File: src/rtl/serial_magnitude_comparator.sv
// Bit-serial MSB-first magnitude comparator.
// Start/busy/done handshake, EQ/GT/LT/MAX/MIN/NE modes.
module serial_magnitude_comparator #(
  parameter int WIDTH      = 8,
  parameter bit EARLY_EXIT = 1'b1,
  parameter int CW         = $clog2(WIDTH + 1)
) (
  input  logic             clk,
  input  logic             rst_n,
  input  logic             start,
  input  logic [WIDTH-1:0] x,
  input  logic [WIDTH-1:0] y,
  input  logic [2:0]       sel,
  output logic             busy,
  output logic             done,
  output logic [WIDTH-1:0] result,
  output logic             eq,
  output logic             gt,
  output logic             lt,
  output logic             illegal,
  output logic [CW-1:0]    cycles
);

  localparam int IW = $clog2(WIDTH);

  typedef enum logic [1:0] {
    IDLE,
    SCAN,
    DONE
  } state_t;

  state_t           state;
  logic [WIDTH-1:0] xr;
  logic [WIDTH-1:0] yr;
  logic [2:0]       selr;
  logic [IW-1:0]    idx;
  logic [CW-1:0]    cnt;
  logic             found;
  logic             dgt;
  logic             dlt;

  logic             bx;
  logic             diff;
  logic             new_dec;
  logic             fin;
  logic             fgt;
  logic             flt;
  logic             feq;
  logic [CW-1:0]    cnt_n;
  logic [WIDTH-1:0] res_c;

  // Current bit decision and the final status/result if this is the last scan
  always_comb begin
    bx      = xr[idx];
    diff    = xr[idx] ^ yr[idx];
    new_dec = diff & ~found;
    fin     = (idx == '0) | (new_dec & EARLY_EXIT);
    fgt     = found ? dgt : (diff & bx);
    flt     = found ? dlt : (diff & ~bx);
    feq     = ~fgt & ~flt;
    cnt_n   = cnt + CW'(1);
    res_c   = '0;
    case (selr)
      3'b000:  res_c = {{(WIDTH-1){1'b0}}, feq};
      3'b001:  res_c = {{(WIDTH-1){1'b0}}, fgt};
      3'b010:  res_c = {{(WIDTH-1){1'b0}}, flt};
      3'b011:  res_c = fgt ? xr : yr;
      3'b100:  res_c = flt ? xr : yr;
      3'b101:  res_c = {{(WIDTH-1){1'b0}}, ~feq};
      default: res_c = '0;
    endcase
  end

  // Control FSM with registered handshake and status outputs
  always_ff @(posedge clk or negedge rst_n) begin
    if (!rst_n) begin
      state   <= IDLE;
      xr      <= '0;
      yr      <= '0;
      selr    <= '0;
      idx     <= '0;
      cnt     <= '0;
      found   <= 1'b0;
      dgt     <= 1'b0;
      dlt     <= 1'b0;
      busy    <= 1'b0;
      done    <= 1'b0;
      result  <= '0;
      eq      <= 1'b0;
      gt      <= 1'b0;
      lt      <= 1'b0;
      illegal <= 1'b0;
      cycles  <= '0;
    end else begin
      unique case (state)
        IDLE: begin
          if (start) begin
            xr    <= x;
            yr    <= y;
            selr  <= sel;
            idx   <= IW'(WIDTH - 1);
            cnt   <= '0;
            found <= 1'b0;
            dgt   <= 1'b0;
            dlt   <= 1'b0;
            busy  <= 1'b1;
            state <= SCAN;
          end
        end
        SCAN: begin
          cnt <= cnt_n;
          if (new_dec) begin
            found <= 1'b1;
            dgt   <= bx;
            dlt   <= ~bx;
          end
          if (fin) begin
            state   <= DONE;
            done    <= 1'b1;
            result  <= res_c;
            eq      <= feq;
            gt      <= fgt;
            lt      <= flt;
            illegal <= selr[2] & selr[1];
            cycles  <= cnt_n;
          end else begin
            idx <= idx - IW'(1);
          end
        end
        DONE: begin
          done  <= 1'b0;
          busy  <= 1'b0;
          state <= IDLE;
        end
        default: state <= IDLE;
      endcase
    end
  end

endmodule
File: config.mk
export PLATFORM = sky130hd
export DESIGN_NAME = serial_magnitude_comparator
export DESIGN_NICKNAME = d
export VERILOG_FILES = /design/src/rtl/serial_magnitude_comparator.sv
export SDC_FILE = /design/constraint.sdc
export NUM_CORES = 1
export LEC_CHECK = 0
export ABC_AREA = 1
export CAP_MARGIN = 40
export CORE_MARGIN = 4
export CORE_UTILIZATION = 53
export CTS_BUF_LIST = sky130_fd_sc_hd__clkbuf_16
export CTS_CLUSTER_DIAMETER = 30
export DETAILED_ROUTE_END_ITERATION = 8
export GPL_ROUTABILITY_DRIVEN = 0
export PLACE_DENSITY_LB_ADDON = 0.12
export SYNTH_ARGS = -nofsm -noshare
export SYNTH_HDL_FRONTEND = slang
export SYNTH_SLANG_ARGS = --single-unit
File: constraint.sdc
create_clock -name clk -period 2.8 [get_ports clk]
set_clock_uncertainty 0.1 [all_clocks]
set_input_delay 0.28 -clock clk [delete_from_list [all_inputs] [get_ports clk]]
set_output_delay 0.28 -clock clk [all_outputs]
set_load 0.01 [all_outputs]
# ---- After elaboration in Yosys (flattened, before gate mapping)
# Index checks and enable logic that the tools add are counted.
# Widths: inputs -> output; s select.
dict set report word_totals {
  regBits 49
  inputBits 22
  output_inout_bits 18
}
dict set report classes {
  n_addsub 2
  n_lt_le_gt_ge 1
  eq_ne 11
  muxes 28
  bitwise_logic 12
  n_reduce_logical 14
}
# operator count
set ops {}
lappend ops {{$pmux 8 s6} 1}
lappend ops {{$mux 8} 2}
lappend ops {{$reduce_and 2->1} 6}
lappend ops {{$mux 1} 10}
lappend ops {{$pmux 1 s2} 5}
lappend ops {{$ne 2x2->1 const B} 4}
lappend ops {{$pmux 4 s2} 1}
lappend ops {{$bmux 1 s3} 2}
lappend ops {{$eq 3x2->1 const B} 2}
lappend ops {{$eq 3x3->1 const B} 2}
lappend ops {{$logic_not 3->1} 2}
lappend ops {{$mux 3} 2}
lappend ops {{$pmux 3 s2} 1}
lappend ops {{$reduce_and 3->1} 2}
lappend ops {{$reduce_bool 2->1} 3}
lappend ops {{$and 1x1->1} 5}
lappend ops {{$not 1->1} 5}
lappend ops {{$add 4x1->4 const B} 1}
lappend ops {{$lt 3x4->1 const B} 1}
lappend ops {{$mux 2} 2}
lappend ops {{$mux 4} 1}
lappend ops {{$pmux 2 s2} 1}
lappend ops {{$eq 3x1->1 const B} 1}
lappend ops {{$sub 3x1->3 const B} 1}
lappend ops {{other kinds (5)} 5}

# ---- Logic depth before layout (Yosys ltp)
dict set report logic_depth {
  depth_word 9
  depth_mapped 17
  depth_no_buf 17
}

# ---- Worst setup path after synthesis
# Ideal clock, no wire load.
dict set report synth_path {
  path_kind {reg2reg}
  start {register idx[0]}
  end {register illegal}
  setup_ps 124
  t_arrival_ps 1943
  setup_slack_ps 633
  path_stages_with_launch 14
  cell_sequence {dfrtp_1 buf_2 a21oi_1 o21ai_0 nand2_1 inv_1 o21ai_1 ha_1 or2_1 nand2_2 nand2_4 buf_2 nand2_1 o31ai_1}
}
dict set report synth_via {
  elab_chain_cells 6
  elab_cells_between_ends 9
  classes_between {4 x mux; 3 x bitwise; 2 x reduce/logical}
}
# element line_no
set synth_lines {}
lappend synth_lines {{start, declared} 36} ;# logic [IW-1:0] idx;
lappend synth_lines {{start signal, assigned} 101} ;# idx <= IW'(WIDTH - 1);
lappend synth_lines {{start signal, assigned} 127} ;# idx <= idx - IW'(1);
lappend synth_lines {{$bmux 1 s3} 55} ;# diff = xr[idx] ^ yr[idx];
lappend synth_lines {{$mux 1 (implied by the code)} 55}
lappend synth_lines {{$xor 1x1->1} 55}
lappend synth_lines {{$and 1x1->1} 56} ;# new_dec = diff & ~found;
lappend synth_lines {{$or 1x1->1 *} 57} ;# fin = (idx == '0) | (new_dec & EARLY_EXIT);
lappend synth_lines {{$reduce_and 2->1 (no line) *} -}
lappend synth_lines {{end signal, assigned} 124} ;# illegal <= selr[2] & selr[1];
lappend synth_lines {{end, declared} 20} ;# output logic illegal,
# Mark *: on every way between the ends. The rest lies on a longest branch, timed or not. The select of a mux whose other input is x is not followed.
# A chain may end at the register's enable or synchronous reset.

# ---- Worst setup path after layout
dict set report layout_path {
  start {register idx[0]}
  end {register result[6]}
}
dict set report layout_via {
  elab_chain_cells 7
  elab_cells_between_ends 17
  classes_between {9 x mux; 6 x bitwise; 2 x reduce/logical}
}
# element line_no
set layout_lines {}
lappend layout_lines {{$bmux 1 s3, on equally long branches} {54, 55}}
lappend layout_lines {{$mux 1, on equally long branches} {54, 55}}
lappend layout_lines {{$xor 1x1->1 or $not 1->1 (tied branches)} {55, 59}}
lappend layout_lines {{$and 1x1->1, on equally long branches} {59, 58}}
lappend layout_lines {{$mux 1, on equally long branches} {59, 58}}
lappend layout_lines {{$mux 8, on equally long branches} {68, 67}}
lappend layout_lines {{$pmux 8 s6} 63} ;# case (selr)
lappend layout_lines {{end signal, assigned} 120} ;# result <= res_c;
lappend layout_lines {{end, declared} 16} ;# output logic [WIDTH-1:0] result,
# Parallel ways exist; a longest one is shown, timed or not. The select of a mux whose other input is x is not followed.

==> impl_metrics.ini <==
[outcome]
status = complete, no violations

[timing]
fmax_mhz = 390
relSlewSlack = 0.649
setup-tns-final_ns = 0
rsz0062_at_grt = false
hold_violations = 0
fin_crit_ns = 2.56
setup_viol = 0
setup_ws_ns = 0.236
worst_slew_pin_slew_ns = 0.525
slew_viol_final = 0
finalCritPeriodShare = 0.916

[clocking]
clkSlewWorstSetupHoldPaths_ns = 0.06
cts_tree = yes
htree_levels = 2
clock_sinks = 49
insertion_delay_ns = 0.29
ctsHoldBuffers = 1
cts_resized = 0
post_cts_buffers = 0
cts_inserted_buffers = 5
cts_root_buffer = clkbuf_16
cts_buffer_depth = 2

[worst_setup_path]
crit_required_ns = 2.92
crit_family = simple AND/OR/NAND/NOR gates
setup.worst_path.end_class = register
slowest_stage = dfrtp_1
crit_type = register to register
slowest_delay_ns = 0.51
crit_arrival_ns = 2.69
path_cells = inv_1 > a21oi_1 > o21ai_0 > nand2_1 > inv_1 > o21ai_1 > ha_1 > or2_1 > nand2_2 > nand2_4 > inv_2 > nand2_1 > nand2_1
crit_fanout = 27
cpMostUsedCell = nand2_1
start_kind = register
path_buf_inv = 3

[grt]
overflow = 0
grt_pass1_vias = 1978
grt.total_usage = 0.199
antenna_found_initial = 0
grt_max_degree = 37
grt_pass1_wl_mm = 9.49

[synth]
avgSynthCellArea_sq_um = 8.15
synth_cell_type_count = 32
ys_ff_latch = 49
synthesis.nets = 339
yosys_warnings = 0
ys_seq_area_frac = 0.484
syn_inst = 311
syn_area_sq_um = 2530

[detailed_routing]
ant_nets = 0
drt_first_pass_iters = 4
wl_per_cell_um = 13.5
drt_iter0_drc = 145
drc = 0
vias = 2102
wirelength_mm = 5.45
vias_per_cell = 5.20

[die]
coreArea_sq_um = 4500
fp.dieH_um = 77.1
rows = 24
io_pins = 40
start_util = 0.563
dieArea_sq_um = 5950
die_w_um = 77.1

[cells_and_area]
utilization = 0.683
nets = 379
finalNonFillerCells = 404
insertedDiodeCount = 0
syn_to_final_growth_pct = 21.4
final_layout_size_suffix_gt1_frac = 0.0909

[placed_design]
dp_hpwl_mm = 4.03
port_buffers = 39
placedCellCount = 395
dp_slack_ns = 0.289

[flow_run]
drv_cap = 0

[worst_hold_path]
hp-class = input port to asynchronous set/reset pin

[power]
ir_drop_mv = 0.688
powerDensity_nw_per_um2 = 1250
p_leak_nw = 1.52
-- cells in the mapped netlist, drive strengths merged --
cell type	n	area (sq um)
a21oi	8	43.8
a31oi	1	6.26
buf	8	61.3
clkinv	1	3.75
dfrtp	49	1230
ha	6	75.1
inv	36	135
nand2	120	478
nand3	9	45.0
nand3b	1	7.51
nor2	7	36.3
nor3	1	10.0
o211ai	16	125
o21ai	41	224
o21bai	1	7.51
o31ai	1	7.51
or2	2	15.0
xnor2	1	8.76
xor2	2	17.5
-- final cells by class --
type	instances	area, sq um
well taps	52	65.1
clock buffers	5	125
clock inverters	3	11.3
inverters	37	139
fillers	378	1430
multi-input cells	217	1110
flip-flops and latches	49	1230
repair buffers	41	403
-- sequential cells by signal, summed over array words and instances, names as in the netlist, 2 cells and up --
signal and count:
result 8, xr 8, yr 8, cnt 4
cycles 4, idx 3, selr 3, state 2
-- final timing paths --
| path | startpoint | to | slack, ns | depth (start not counted) |
|---|---|---|---|---|
| setup reg to reg | idx[0] | result[6] | 0.24 | 13 |
| hold / removal | rst_n | xr[1] | 0.39 | 2 |
| hold reg to reg | result[3] | result[3] | 0.39 | 2 |
| setup / recovery | idx[0] | result[6] | 0.24 | 13 |
| max in group asynchronous | rst_n | xr[7] | 1.47 | 3 |
| min in group clk | result[3] | result[3] | 0.39 | 2 |
-- where the power goes --
group | internal [W] | switching (W)
logic | 0.000738 | 0.00124
clock network | 0.000321 | 0.000239
registers | 0.00103 | 0.000262
total | 0.00209 | 0.00174
-- layout by cell type (no fill, tap or decap) --
master,instances
o31ai_1,1
nor3_2,1
clkbuf_16,5
o211ai_1,15
dfrtp_1,49
o21ai_4,1
a21oi_2,1
clkinv_1,1
or2_1,1
nand2_2,5
nand3b_1,1
nor2_4,1
clkdlybuf4s50_1,38
buf_4,1
ha_1,6
nor2_2,1
a21oi_1,7
dlygate4sd3_1,1
nor2_1,5
xnor2_1,1
o211ai_2,1
inv_1,30
a31oi_1,1
xor2_1,2
buf_2,1
o21ai_1,13
nand2_1,113
o21ai_2,2
o21ai_0,25
nand2_4,2
nand3_1,9
inv_2,9
or2_4,1
o21bai_1,1
-- kinds of logic (layout without fill, tap and decap cells) --
logic type / count (synthesis) / count (layout) / synth area share
AND/OR/NAND/NOR: 140 / 140 / 0.234
AO/OA/AOI/OAI: 68 / 68 / 0.163
flip-flops: 49 / 49 / 0.484
buffers and inverters: 45 / 86 / 0.0790
adder cells (fa/ha/maj): 6 / 6 / 0.0296
XOR/XNOR: 3 / 3 / 0.0104
-- worst register-to-register path, cell delays in order (launching register included) --
cell	delay [ns]
dfrtp_1	0.51
inv_1	0.21
a21oi_1	0.15
o21ai_0	0.09
nand2_1	0.06
inv_1	0.04
o21ai_1	0.19
ha_1	0.26
or2_1	0.24
nand2_2	0.12
nand2_4	0.18
inv_2	0.19
nand2_1	0.09
nand2_1	0.06
-- per-stage QoR --
step / hold WS (ns) / area, sq um / total power (W)
after floorplan: -0.116 / 2530 / 0.00275
after global placement: 0.166 / 2930 / 0.00321
after detailed placement: 0.173 / 2930 / 0.00327
after CTS: 0.391 / 3080 / 0.00385
after global routing: 0.416 / 3080 / 0.00419
final: 0.386 / 3080 / 0.00383
-- routing by layer --
layer,track usage,vias up,share of wire
met2,0.308,52,0.45
met4,0.0730,0,0.020
met3,0.0386,13,0.044
met5,0,-,0
li1,-,1082,-
met1,0.278,955,0.49
(Power assumes the default switching activity.)
